File: config.mk
export PLATFORM = sky130hd
export DESIGN_NAME = cordic_vectoring
export DESIGN_NICKNAME = d
export VERILOG_FILES = /design/src/rtl/cordic_vectoring.sv
export SDC_FILE = /design/constraint.sdc
export NUM_CORES = 1
export LEC_CHECK = 0
export ABC_CLOCK_PERIOD_IN_PS = 6400
export BUFFER_PORTS_ARGS = -buffer_cell sky130_fd_sc_hd__buf_2
export CORE_MARGIN = 10
export CORE_UTILIZATION = 30
export CTS_CLUSTER_SIZE = 16
export DETAILED_ROUTE_END_ITERATION = 7
export PLACE_DENSITY = 0.45
export REMOVE_ABC_BUFFERS = 1
export SLEW_MARGIN = 10
export SYNTH_ARGS = -nofsm -noshare
export SYNTH_HDL_FRONTEND = slang
export SYNTH_SLANG_ARGS = --single-unit
export TNS_END_PERCENT = 1
File: constraint.sdc
create_clock -name clk -period 6.4 [get_ports clk]
set_input_delay 1.28 -clock clk [delete_from_list [all_inputs] [get_ports clk]]
set_output_delay 1.28 -clock clk [all_outputs]
set_load 0.01 [all_outputs]
File: src/rtl/cordic_vectoring.sv
// cordic_vectoring: iterative vectoring-mode CORDIC that turns a signed (x, y)
// point into angle = atan2(y, x) in Q3.13 radians and a magnitude.
// The engine performs one micro-rotation per clock and uses a start/done handshake.
// Optional feature macro CORDIC_VEC_GAIN_COMP_EN: adds a SCALE state that
// multiplies the result by 1/K, so that magnitude is the true vector length.
// When the macro is not defined, magnitude carries the CORDIC gain K ~ 1.64676.
module cordic_vectoring #(
    parameter int ITERS = 12
) (
    input  logic               clk,
    input  logic               rst_n,
    input  logic               start,
    input  logic signed [15:0] x_in,
    input  logic signed [15:0] y_in,
    output logic               busy,
    output logic               done,
    output logic signed [15:0] angle,
    output logic        [16:0] magnitude
);

    typedef enum logic [2:0] {
        S_IDLE  = 3'd0,
        S_FOLD  = 3'd1,
        S_ITER  = 3'd2,
        S_SCALE = 3'd3,
        S_DONE  = 3'd4
    } state_t;

    localparam logic [3:0] LAST_ITER = 4'(ITERS - 1);
    localparam logic signed [15:0] HALF_PI = 16'sd12868;

    // Elementary rotation angles atan(2^-i) in Q3.13.
    function automatic logic signed [15:0] atan_lut(input logic [3:0] idx);
        logic signed [15:0] val;
        case (idx)
            4'd0:    val = 16'sd6434;
            4'd1:    val = 16'sd3798;
            4'd2:    val = 16'sd2007;
            4'd3:    val = 16'sd1019;
            4'd4:    val = 16'sd511;
            4'd5:    val = 16'sd256;
            4'd6:    val = 16'sd128;
            4'd7:    val = 16'sd64;
            4'd8:    val = 16'sd32;
            4'd9:    val = 16'sd16;
            4'd10:   val = 16'sd8;
            4'd11:   val = 16'sd4;
            4'd12:   val = 16'sd2;
            4'd13:   val = 16'sd1;
            default: val = 16'sd0;
        endcase
        return val;
    endfunction

    state_t             state_q, state_d;
    logic signed [17:0] x_q, x_d;
    logic signed [17:0] y_q, y_d;
    logic signed [15:0] z_q, z_d;
    logic        [3:0]  i_q, i_d;
    logic               zero_q, zero_d;
    logic               busy_q, busy_d;
    logic               done_q, done_d;
    logic signed [15:0] angle_q, angle_d;
    logic        [16:0] mag_q, mag_d;

    logic signed [17:0] x_sh_s;
    logic signed [17:0] y_sh_s;
`ifdef CORDIC_VEC_GAIN_COMP_EN
    logic signed [33:0] prod_s;
`endif

    // Next-state and datapath computation for every state of the engine.
    always_comb begin
        state_d = state_q;
        x_d     = x_q;
        y_d     = y_q;
        z_d     = z_q;
        i_d     = i_q;
        zero_d  = zero_q;
        busy_d  = busy_q;
        done_d  = 1'b0;
        angle_d = angle_q;
        mag_d   = mag_q;
        x_sh_s  = x_q >>> i_q;
        y_sh_s  = y_q >>> i_q;
`ifdef CORDIC_VEC_GAIN_COMP_EN
        // 19899 = 0.60725 in Q0.15, i.e. the inverse of the CORDIC gain.
        prod_s  = x_q * 16'sd19899;
`endif
        case (state_q)
            S_IDLE: begin
                if (start) begin
                    x_d     = {{2{x_in[15]}}, x_in};
                    y_d     = {{2{y_in[15]}}, y_in};
                    i_d     = 4'd0;
                    // atan2(0,0) is undefined; the iteration would accumulate
                    // all atan steps, so the angle is forced to zero instead.
                    zero_d  = (x_in == 16'sd0) && (y_in == 16'sd0);
                    busy_d  = 1'b1;
                    state_d = S_FOLD;
                end else begin
                    state_d = S_IDLE;
                end
            end
            S_FOLD: begin
                // Rotate left-half-plane points by +/-90 degrees into x >= 0.
                if (!x_q[17]) begin
                    z_d = 16'sd0;
                end else if (!y_q[17]) begin
                    x_d = y_q;
                    y_d = -x_q;
                    z_d = HALF_PI;
                end else begin
                    x_d = -y_q;
                    y_d = x_q;
                    z_d = -HALF_PI;
                end
                state_d = S_ITER;
            end
            S_ITER: begin
                // Rotate toward the x axis; z accumulates the rotated angle.
                if (!y_q[17]) begin
                    x_d = x_q + y_sh_s;
                    y_d = y_q - x_sh_s;
                    z_d = z_q + atan_lut(i_q);
                end else begin
                    x_d = x_q - y_sh_s;
                    y_d = y_q + x_sh_s;
                    z_d = z_q - atan_lut(i_q);
                end
                i_d = i_q + 4'd1;
                if (i_q == LAST_ITER) begin
`ifdef CORDIC_VEC_GAIN_COMP_EN
                    state_d = S_SCALE;
`else
                    state_d = S_DONE;
`endif
                end else begin
                    state_d = S_ITER;
                end
            end
            S_SCALE: begin
`ifdef CORDIC_VEC_GAIN_COMP_EN
                x_d = 18'(prod_s >>> 15);
`else
                x_d = x_q;
`endif
                state_d = S_DONE;
            end
            S_DONE: begin
                angle_d = zero_q ? 16'sd0 : z_q;
                mag_d   = x_q[16:0];
                done_d  = 1'b1;
                busy_d  = 1'b0;
                state_d = S_IDLE;
            end
            default: begin
                busy_d  = 1'b0;
                state_d = S_IDLE;
            end
        endcase
    end

    // State, datapath and output registers with asynchronous reset.
    always_ff @(posedge clk or negedge rst_n) begin
        if (!rst_n) begin
            state_q <= S_IDLE;
            x_q     <= 18'sd0;
            y_q     <= 18'sd0;
            z_q     <= 16'sd0;
            i_q     <= 4'd0;
            zero_q  <= 1'b0;
            busy_q  <= 1'b0;
            done_q  <= 1'b0;
            angle_q <= 16'sd0;
            mag_q   <= 17'd0;
        end else begin
            state_q <= state_d;
            x_q     <= x_d;
            y_q     <= y_d;
            z_q     <= z_d;
            i_q     <= i_d;
            zero_q  <= zero_d;
            busy_q  <= busy_d;
            done_q  <= done_d;
            angle_q <= angle_d;
            mag_q   <= mag_d;
        end
    end

    assign busy      = busy_q;
    assign done      = done_q;
    assign angle     = angle_q;
    assign magnitude = mag_q;

endmodule

### Word level (Yosys, flattened, before mapping)

Memory sizes are Yosys's and may differ from the RTL's.
Cells that the tools add are included.

* flip-flop bits (word level): 95
* ROM bits: 416
* input port bits: 35
* output and inout bits: 35
* logic and storage cells: 72
* memories kept: 2

Memory list
* (name not given): depth 16, bits a word 13, rd ports 1, clocked after Yosys merged registers in 0, write ports 0, line 35 `case (idx)`
* (name not given): depth 16, bits a word 13, rd ports 1, clocked after Yosys merged registers in 0, write ports 0, line 35

* $add $sub $neg: 9
* eq/ne operators: 7
* shift operators: 2
* muxes and demuxes: 27
* bitwise logic cells: 1
* reduce and logical (&&, ||, !) cells: 13

Operators by type and width (number)
* 2-to-1 mux 18 bit: 8
* 2-to-1 mux 16 bit: 8
* one-hot mux 18 bit (3 select lines): 2
* adder 18 bit: 2
* negation 18 bit: 2
* >>> shifter 18 x 4 -> 18 bit: 2
* subtractor 18 bit: 2
* zero test 16 bit: 2
* one-hot mux 16 bit (2 select lines): 1
* adder 16 bit: 1
* subtractor 16 bit: 1
* one-hot mux 3 bit (4 select lines): 1
* one-hot mux 4 bit (2 select lines): 1
* AND reduction 2 bit: 4
* == test 3 x 2 -> 1 bit, second input constant: 2
* adder 4 x 1 -> 4 bit, second input constant: 1
* == test 4 bit, second input constant: 1
* 2-to-1 mux 4 bit: 1
* != test 2 bit, second input constant: 2
* nonzero test 2 bit: 2
* == test 3 x 1 -> 1 bit, second input constant: 1
* == test 3 bit, second input constant: 1
* zero test 3 bit: 1
* 2-to-1 mux 1 bit: 3
* other kinds (7): 7

### Logic depth before layout (Yosys ltp)

Gate-level depths: netlist (run 1).
An unclocked memory read counts as a cell.

* word-level depth: 6
* depth in mapped cells: 25
* gate-level depth less buffers: 21

### Least setup slack after synthesis (run 1)

Ideal clock, no wire load.

* path type: register to register
* start point: reg i_q[1]
* end point: reg x_q[17]
* setup time: 0.134 ns
* data arrival time: 4.553 ns
* required time: 6.266 ns
* path slack: 1.713 ns
* cell stages (with the launch flop): 25
* buffers on the path: 4
* period minus slack after synthesis: 4.687 ns
* cell sequence: dfrtp_1 buf_2 buf_2 buf_2 buf_1 mux4_2 mux2i_1 mux2i_1 inv_1 ha_1 inv_1 a2111oi_4 nand2_2 nor2_4 nor2_1 a31o_1 a311o_1 ha_1 o21ai_0 nand2b_1 nand4_1 o21ai_0 a211oi_1 xnor2_1 o21ai_1

* word-level cells in the longest chain between the ends: 4
* elaborated cells on any way between the ends: 5
* classes of those cells: add/sub (2); shift (1); mux (2)

Ends and longest elaborated chain
* start, declared: line 59 `logic [3:0] i_q, i_d;`
* start signal, assigned: line 182 `i_q <= i_d;`
* >>> shifter 18 x 4 -> 18 bit (*): line 85 `y_sh_s = y_q >>> i_q;`
* adder 18 bit or subtractor 18 bit (tied branches): line 123, 127
* 2-to-1 mux 18 bit (*): line 122 `if (!y_q[17]) begin`
* one-hot mux 18 bit (3 select lines) (*): line 90 `case (state_q)`
* end signal, assigned: line 168 `x_q <= 18'sd0;`
* end signal, assigned: line 179 `x_q <= x_d;`
* end, declared: line 56 `logic signed [17:0] x_q, x_d;`

Mark *: on every way between the ends. The rest lies on a longest branch, timed or not.
A chain may end at the register's enable or synchronous reset.

### Final worst setup path (run 1)

* start point: reg i_q[0]
* end point: reg z_q[15]

* word-level cells in the longest chain between the ends: 6
* elaborated cells on any way between the ends: 10
* classes of those cells: add/sub (2); mux (6); memory (2)

Ends and longest elaborated chain
* memory (16 x 13 bit)
* 2-to-1 mux 16 bit: line 122
* 2-to-1 mux 16 bit: line 90
* adder 16 bit or subtractor 16 bit (tied branches): line 125, 129
* 2-to-1 mux 16 bit (*): line 122
* one-hot mux 16 bit (2 select lines) (*): line 90
* end signal, assigned: line 181 `z_q <= z_d;`
* end, declared: line 58 `logic signed [15:0] z_q, z_d;`

Mark *: on every way between the ends. The rest lies on a longest branch, timed or not. The select of a mux whose other input is x is not followed.

==> results of run 1 <==
[routing by layer]
layer  part of all wire, %  up-vias
li1                      -     4471
met1                    45     4391
met2                    47      275
met3                   5.8       24
met4                   1.6        0
met5                     0        -
[metrics by stage]
step                worst slack (ps)  std cells
floorplan                        690       1118
global placement                1040       1658
detailed placement               915       1658
CTS                              896       1674
global route                     328       1674
finish                           837       1674
[sequential cells by signal, indices dropped and copies added (netlist names)]
signal / cells
done: 1
angle: 16
y_q: 18
x_q: 18
state_q: 3
busy: 1
magnitude: 17
i_q: 4
z_q: 16
zero_q: 1
[cell families (layout without fill, tap and decap cells)]
logic type      after synthesis  after routing  share of synthesized area (%)
flops                        95             95                           23.2
compound gates              360            360                           22.5
buf+inv                     146            156                           5.91
xor+xnor                     98             98                           8.38
simple gates                362            362                           17.4
fa+ha+maj                    65             65                           8.16
mux                          90             90                           14.4
[worst max-delay path, delay by kind of cell, from the launching register on]
family / cells / cell delay [ps]
AO/OA/AOI/OAI: 8 / 1770
XOR/XNOR: 1 / 150
adder cells (fa/ha/maj): 3 / 1060
buffers and inverters: 1 / 520
flip-flops: 1 / 790
AND/OR/NAND/NOR: 6 / 1160
[layout by cell type (no fill, tap or decap), types with 6 or more instances in the layout]
cell type	Yosys	final
nor4_1	10	10
buf_2	13	68
nor3_1	21	21
nor3b_1	8	8
o21bai_1	6	6
xnor2_1	69	69
o211ai_1	14	14
clkbuf_16	0	9
a21o_1	14	14
nor2_1	95	93
nor2b_1	17	17
a21oi_1	68	68
ha_1	62	62
a22oi_1	7	7
o22ai_1	15	15
o21ai_0	116	115
nand2_1	114	113
or3_1	15	15
xor2_1	29	29
inv_1	47	47
a221oi_1	17	17
a31oi_1	16	16
a222oi_1	9	9
mux2i_1	28	28
nand4_1	7	7
nand3_1	10	10
nand2b_1	27	27
o31ai_1	14	14
o21a_1	14	14
buf_4	0	23
dfrtp_1	95	92
and2_1	11	11
mux4_1	13	13
a211oi_1	14	14
mux2_2	22	22
mux4_2	27	27
[path summary, 6_finish.rpt]
path,to,slack [ps],depth (start not counted)
hold reg to reg,angle[6],470,2
hold / removal,angle[6],470,2
setup / recovery,z_q[15],840,19
setup reg to reg,z_q[15],840,19
max in group asynchronous,y_q[17],4350,2
min in group asynchronous,done,940,1
[cell type report]
| class | count | share of cell area (%) |
|---|---|---|
| repair buffers | 92 | 4.75 |
| clock inverters | 6 | 0.390 |
| well taps | 448 | 4.99 |
| inverters | 48 | 1.60 |
| flip-flops and latches | 95 | 21.2 |
| multi-input cells | 975 | 64.9 |
| clock buffers | 10 | 2.13 |
==> flow_metrics.env, run 1 <==
export IMPL_gr_max_usage_layer="met2"
export IMPL_hold_buffers=0
export IMPL_nets=1321
export IMPL_grt_util_met2_pct=28.0
export IMPL_crit_start="i_q[0]"
export IMPL_cts_tree="yes"
export IMPL_cts_buffers=9
export IMPL_avgSynthCellArea_um2=8.43
export IMPL_dpl_hpwl_mm=26.4
export IMPL_synth_seq_cells=95
export IMPL_crit_chain="clkinv_1 -> ha_1 -> nand2_1 -> a21oi_1 -> a31oi_1 -> ha_1 -> nand3_1 -> nor4b_1 -> nor2_1 -> xnor2_1 -> ha_1 -> and3_1 -> a21o_1 -> a31oi_1 -> o21ai_0 -> o41ai_1 -> and3b_1 -> o31ai_1 -> o311a_1"
export IMPL_cts_buffer_depth=2
export IMPL_cts_num_sinks=95
export IMPL_drc=0
export IMPL_cts_resized_gates=0
export IMPL_rsz0062_at_grt="false"
export IMPL_synth_edf_count=0
export IMPL_dpl_cell_area_um2=10900
export IMPL_fin_crit_sh_pct=86.9
export IMPL_gp_congestion=0.863
export IMPL_clk_latency_ps=380
export IMPL_yosys_area_top_type="dfrtp_1"
export IMPL_hold_slack_ps=473
export IMPL_async_flop_share_pct=100
export IMPL_syn2layout_area_growth_pct=9.60
export IMPL_crit_fanout=27
export IMPL_io_buffers=69
export IMPL_layout_drive_gt1_share_pct=14.5
export IMPL_synthDistinctLibCells=74
export IMPL_hp_start="angle[6]"
export IMPL_post_cts_buffers=0
export IMPL_final_max_slew_violation_count=0
export IMPL_ys_top_cells_by_area="dfrtp_1 (23%), ha_1 (7.6%), mux4_2 (5.9%), xnor2_1 (5.9%), o21ai_0 (5.7%)"
export IMPL_rows=67
export IMPL_post_route_util_pct=33.4
export IMPL_ios=70
export IMPL_crit_type="reg -> reg"
export IMPL_drt_pass1_iter_count=5
export IMPL_cpPeakStageDelay_ps=790
export IMPL_antenna_found_initial=0
export IMPL_fmax_mhz=180
export IMPL_ys_top_cells_by_count="o21ai_0 (116), nand2_1 (114), dfrtp_1 (95), nor2_1 (95)"
export IMPL_antenna_cells=0
export IMPL_totalWireLength_mm=35.4
export IMPL_yosysSeqAreaShare_pct=23.2
export IMPL_vias=9161
export IMPL_grt_total_usage_pct=17.1
export IMPL_seq_area_um2=2380
export IMPL_critPathMostFrequentCell="ha_1"
export IMPL_synth_most_common_cell="o21ai_0"
export IMPL_die_h_um=205
export IMPL_ys_warn_count=0
export IMPL_avgViaCountPerCell=5.47
export IMPL_drt_iter0_markers=838
export IMPL_finalSetupViolations=0
export IMPL_met1_usage_pct=22.5
export IMPL_overflow=0
export IMPL_finalHoldViolCount=0
export IMPL_initial_core_util_pct=30.5
export IMPL_stdcell_area_um2=11200
export IMPL_cts_root_buf="clkbuf_16"
export IMPL_r2r_start="i_q[0]"
export IMPL_synth_cells=1216
export IMPL_fin_worst_skew_ps=8.20
export IMPL_htree_num_levels=3
export IMPL_grt_pass1_vias=9174
export IMPL_hold_path_class="reg -> reg"
export IMPL_grt_max_degree=58
export IMPL_worst_slew_pin_slew_ps=897
export IMPL_cp_slowest_cell="dfrtp_2"
export IMPL_num_fill_cells=3586
export IMPL_grtUsageMet3_pct=3.38
export IMPL_slew_headroom_pct=40.2
export IMPL_fp_coreArea_um2=33600
export IMPL_drv_cap=0
export IMPL_die_area_um2=42000
export IMPL_clkTransAtPathRegs_ps=80
export IMPL_worstPathRequired_ps=6670
export IMPL_ant_nets=0
export IMPL_synthFlopType="dfrtp_1"
export IMPL_outcome="complete, no violations"
export IMPL_period_needed_ps=5560
export IMPL_wl_per_cell_um=21.2
export IMPL_synth_top_cell_area_share_pct=23.2
export IMPL_worst_setup_path_start_kind="flop"
export IMPL_grt_pass1_wl_mm=55.7
export IMPL_syn_area_um2=10200
export IMPL_tns_ps=0
export IMPL_crit_arrival_ps=5830
export IMPL_crit_path_end_kind="flop"
export IMPL_multi_input_area_um2=7290
export IMPL_dieWidth_um=205
Power of run 1 is left out: the tool's default activity adds up to more than one toggle a clock period on the data nets, which glitch-free logic cannot reach.
==> run 2: changes to the inputs <==
--- a/config.mk
+++ b/config.mk
@@ -8,10 +8,10 @@
 export ABC_CLOCK_PERIOD_IN_PS = 6400
 export BUFFER_PORTS_ARGS = -buffer_cell sky130_fd_sc_hd__buf_2
 export CORE_MARGIN = 10
-export CORE_UTILIZATION = 30
+export CORE_UTILIZATION = 55
 export CTS_CLUSTER_SIZE = 16
 export DETAILED_ROUTE_END_ITERATION = 7
-export PLACE_DENSITY = 0.45
+export PLACE_DENSITY = 0.74
 export REMOVE_ABC_BUFFERS = 1
 export SLEW_MARGIN = 10
 export SYNTH_ARGS = -nofsm -noshare
==> flow_metrics.env, run 2 (synthesized netlist as in run 1, its figures left out) <==
export IMPL_dieWidth_um=156
export IMPL_crit_fanout=31
export IMPL_overflow=0
export IMPL_cts_buffer_depth=2
export IMPL_cts_buffers=9
export IMPL_cts_num_sinks=95
export IMPL_rsz0062_at_grt="false"
export IMPL_outcome="complete, no violations"
export IMPL_drv_cap=0
export IMPL_final_common_cell="o21ai_0"
export IMPL_crit_path_end_kind="flop"
export IMPL_ios=70
export IMPL_clkTransAtPathRegs_ps=70
export IMPL_htree_num_levels=3
export IMPL_hold_buffers=0
export IMPL_worst_setup_path_start_kind="flop"
export IMPL_critical_path_top_delay_family="compound AO/OA/AOI/OAI gates"
export IMPL_totalWireLength_mm=31.3
export IMPL_fmax_mhz=185
export IMPL_ant_nets=0
export IMPL_crit_buf_inv=2
export IMPL_hold_path_class="reg -> reg"
export IMPL_crit_type="reg -> reg"
export IMPL_syn2layout_area_growth_pct=6.36
export IMPL_dpl_hpwl_mm=22.6
export IMPL_period_needed_ps=5410
export IMPL_antenna_found_initial=0
export IMPL_slew_headroom_pct=27.7
export IMPL_antenna_cells=0
export IMPL_rows=49
export IMPL_avgViaCountPerCell=6.58
export IMPL_drc=0
export IMPL_fp_coreArea_um2=18100
export IMPL_fin_crit_sh_pct=84.6
export IMPL_dpl_cell_area_um2=10600
export IMPL_initial_core_util_pct=56.5
export IMPL_mostFrequentLayoutCells="o21ai_0 (115), nand2_1 (113), nor2_1 (93), dfrtp_1 (92), xnor2_1 (69)"
export IMPL_fin_worst_skew_ps=6.06
export IMPL_finalHoldViolCount=0
export IMPL_worst_slew_pin_slew_ps=1080
export IMPL_cp_slowest_cell="dfrtp_2"
export IMPL_grt_pass1_wl_mm=49.7
export IMPL_drt_iter0_markers=839
export IMPL_wl_per_cell_um=21.6
export IMPL_cts_tree="yes"
export IMPL_worstPathRequired_ps=6650
export IMPL_grt_pass1_vias=8919
export IMPL_grt_max_degree=58
export IMPL_grt_total_usage_pct=25.4
export IMPL_nets=1315
export IMPL_crit_arrival_ps=5670
export IMPL_crit_chain="buf_4 -> mux4_2 -> mux2i_1 -> mux2i_1 -> inv_1 -> ha_1 -> nor2_1 -> xnor2_1 -> ha_1 -> nor2b_1 -> o21a_1 -> o21ai_0 -> a21oi_1 -> a311o_1 -> a41oi_1 -> mux2i_1 -> a41oi_1 -> o22a_1"
export IMPL_drt_pass1_iter_count=5
export IMPL_cts_root_buf="clkbuf_16"
export IMPL_cpPeakStageDelay_ps=780
export IMPL_layout_drive_gt1_share_pct=14.0
export IMPL_cts_resized_gates=0
export IMPL_vias=9528
export IMPL_die_h_um=156
export IMPL_critPathMostFrequentCell="mux2i_1"
export IMPL_finalSetupViolations=0
export IMPL_tns_ps=0
export IMPL_stdcell_area_um2=10900
export IMPL_post_cts_buffers=0
export IMPL_io_buffers=69
export IMPL_final_max_slew_violation_count=0
export IMPL_clk_latency_ps=370
export IMPL_die_area_um2=24500
export IMPL_gp_congestion=0.949
-- run 2: cell count changes in the layout (fill, tap and decap cells not counted) --
| cell | before | now |
|---|---|---|
| nor2_2 | 0 | 2 |
| clkinv_4 | 2 | 1 |
| clkbuf_1 | 0 | 1 |
| buf_12 | 1 | 0 |
| nor2_4 | 3 | 1 |
| buf_4 | 23 | 18 |
| clkinv_2 | 2 | 0 |
| clkbuf_8 | 1 | 2 |
| inv_8 | 0 | 1 |
-- run 2: through the flow --
| stage | setup WS (ps) | hold WS, ps | utilization [%] | cells |
|---|---|---|---|---|
| 2_1_floorplan | 690 | 450 | - | 1118 |
| 3_3_place_gp | 1220 | 455 | 58.4 | 1433 |
| 3_5_place_dp | 1140 | 460 | 58.4 | 1433 |
| 4_1_cts | 1080 | 477 | 60.1 | 1449 |
| 5_1_grt | 665 | 511 | 60.1 | 1449 |
| 6_report | 985 | 469 | 60.1 | 1449 |
-- run 2: cell type report --
cell class                      count  area (um^2)
Multi-Input combinational cell    975         7280
Tap cell                          229          287
Sequential cell                    95         2380
Timing Repair Buffer               86          475
Inverter                           48          180
Clock inverter                      4         36.3
Fill cell                        1625         7250
Clock buffer                       12          256
-- run 2: final timing paths --
path                                from         end  slack (ps)  cells past startpoint
worst min-delay path            angle[1]    angle[1]         470                      2
max in group asynchronous          rst_n      i_q[0]        4320                      2
worst max-delay path              i_q[1]     y_q[16]         990                     18
worst min register to register  angle[1]    angle[1]         470                      2
worst max register to register    i_q[1]     y_q[16]         990                     18
min in group asynchronous          rst_n  state_q[2]         900                      1
-- run 2: tightest hold or removal path, delay by kind of cell (launching register included) --
kind,cells,cell delay [ps]
DFF,1,340
and+or+nand+nor,1,50
AOI/OAI and AO/OA,1,50
-- run 2: metal layers --
| metal | wire length, um | track usage [%] |
|---|---|---|
| met5 | 0 | 0 |
| met4 | 1210 | 11.1 |
| met3 | 2720 | 4.91 |
| met2 | 14500 | 41.2 |
| met1 | 12900 | 32.3 |
Power of run 2 is left out for the same reason.
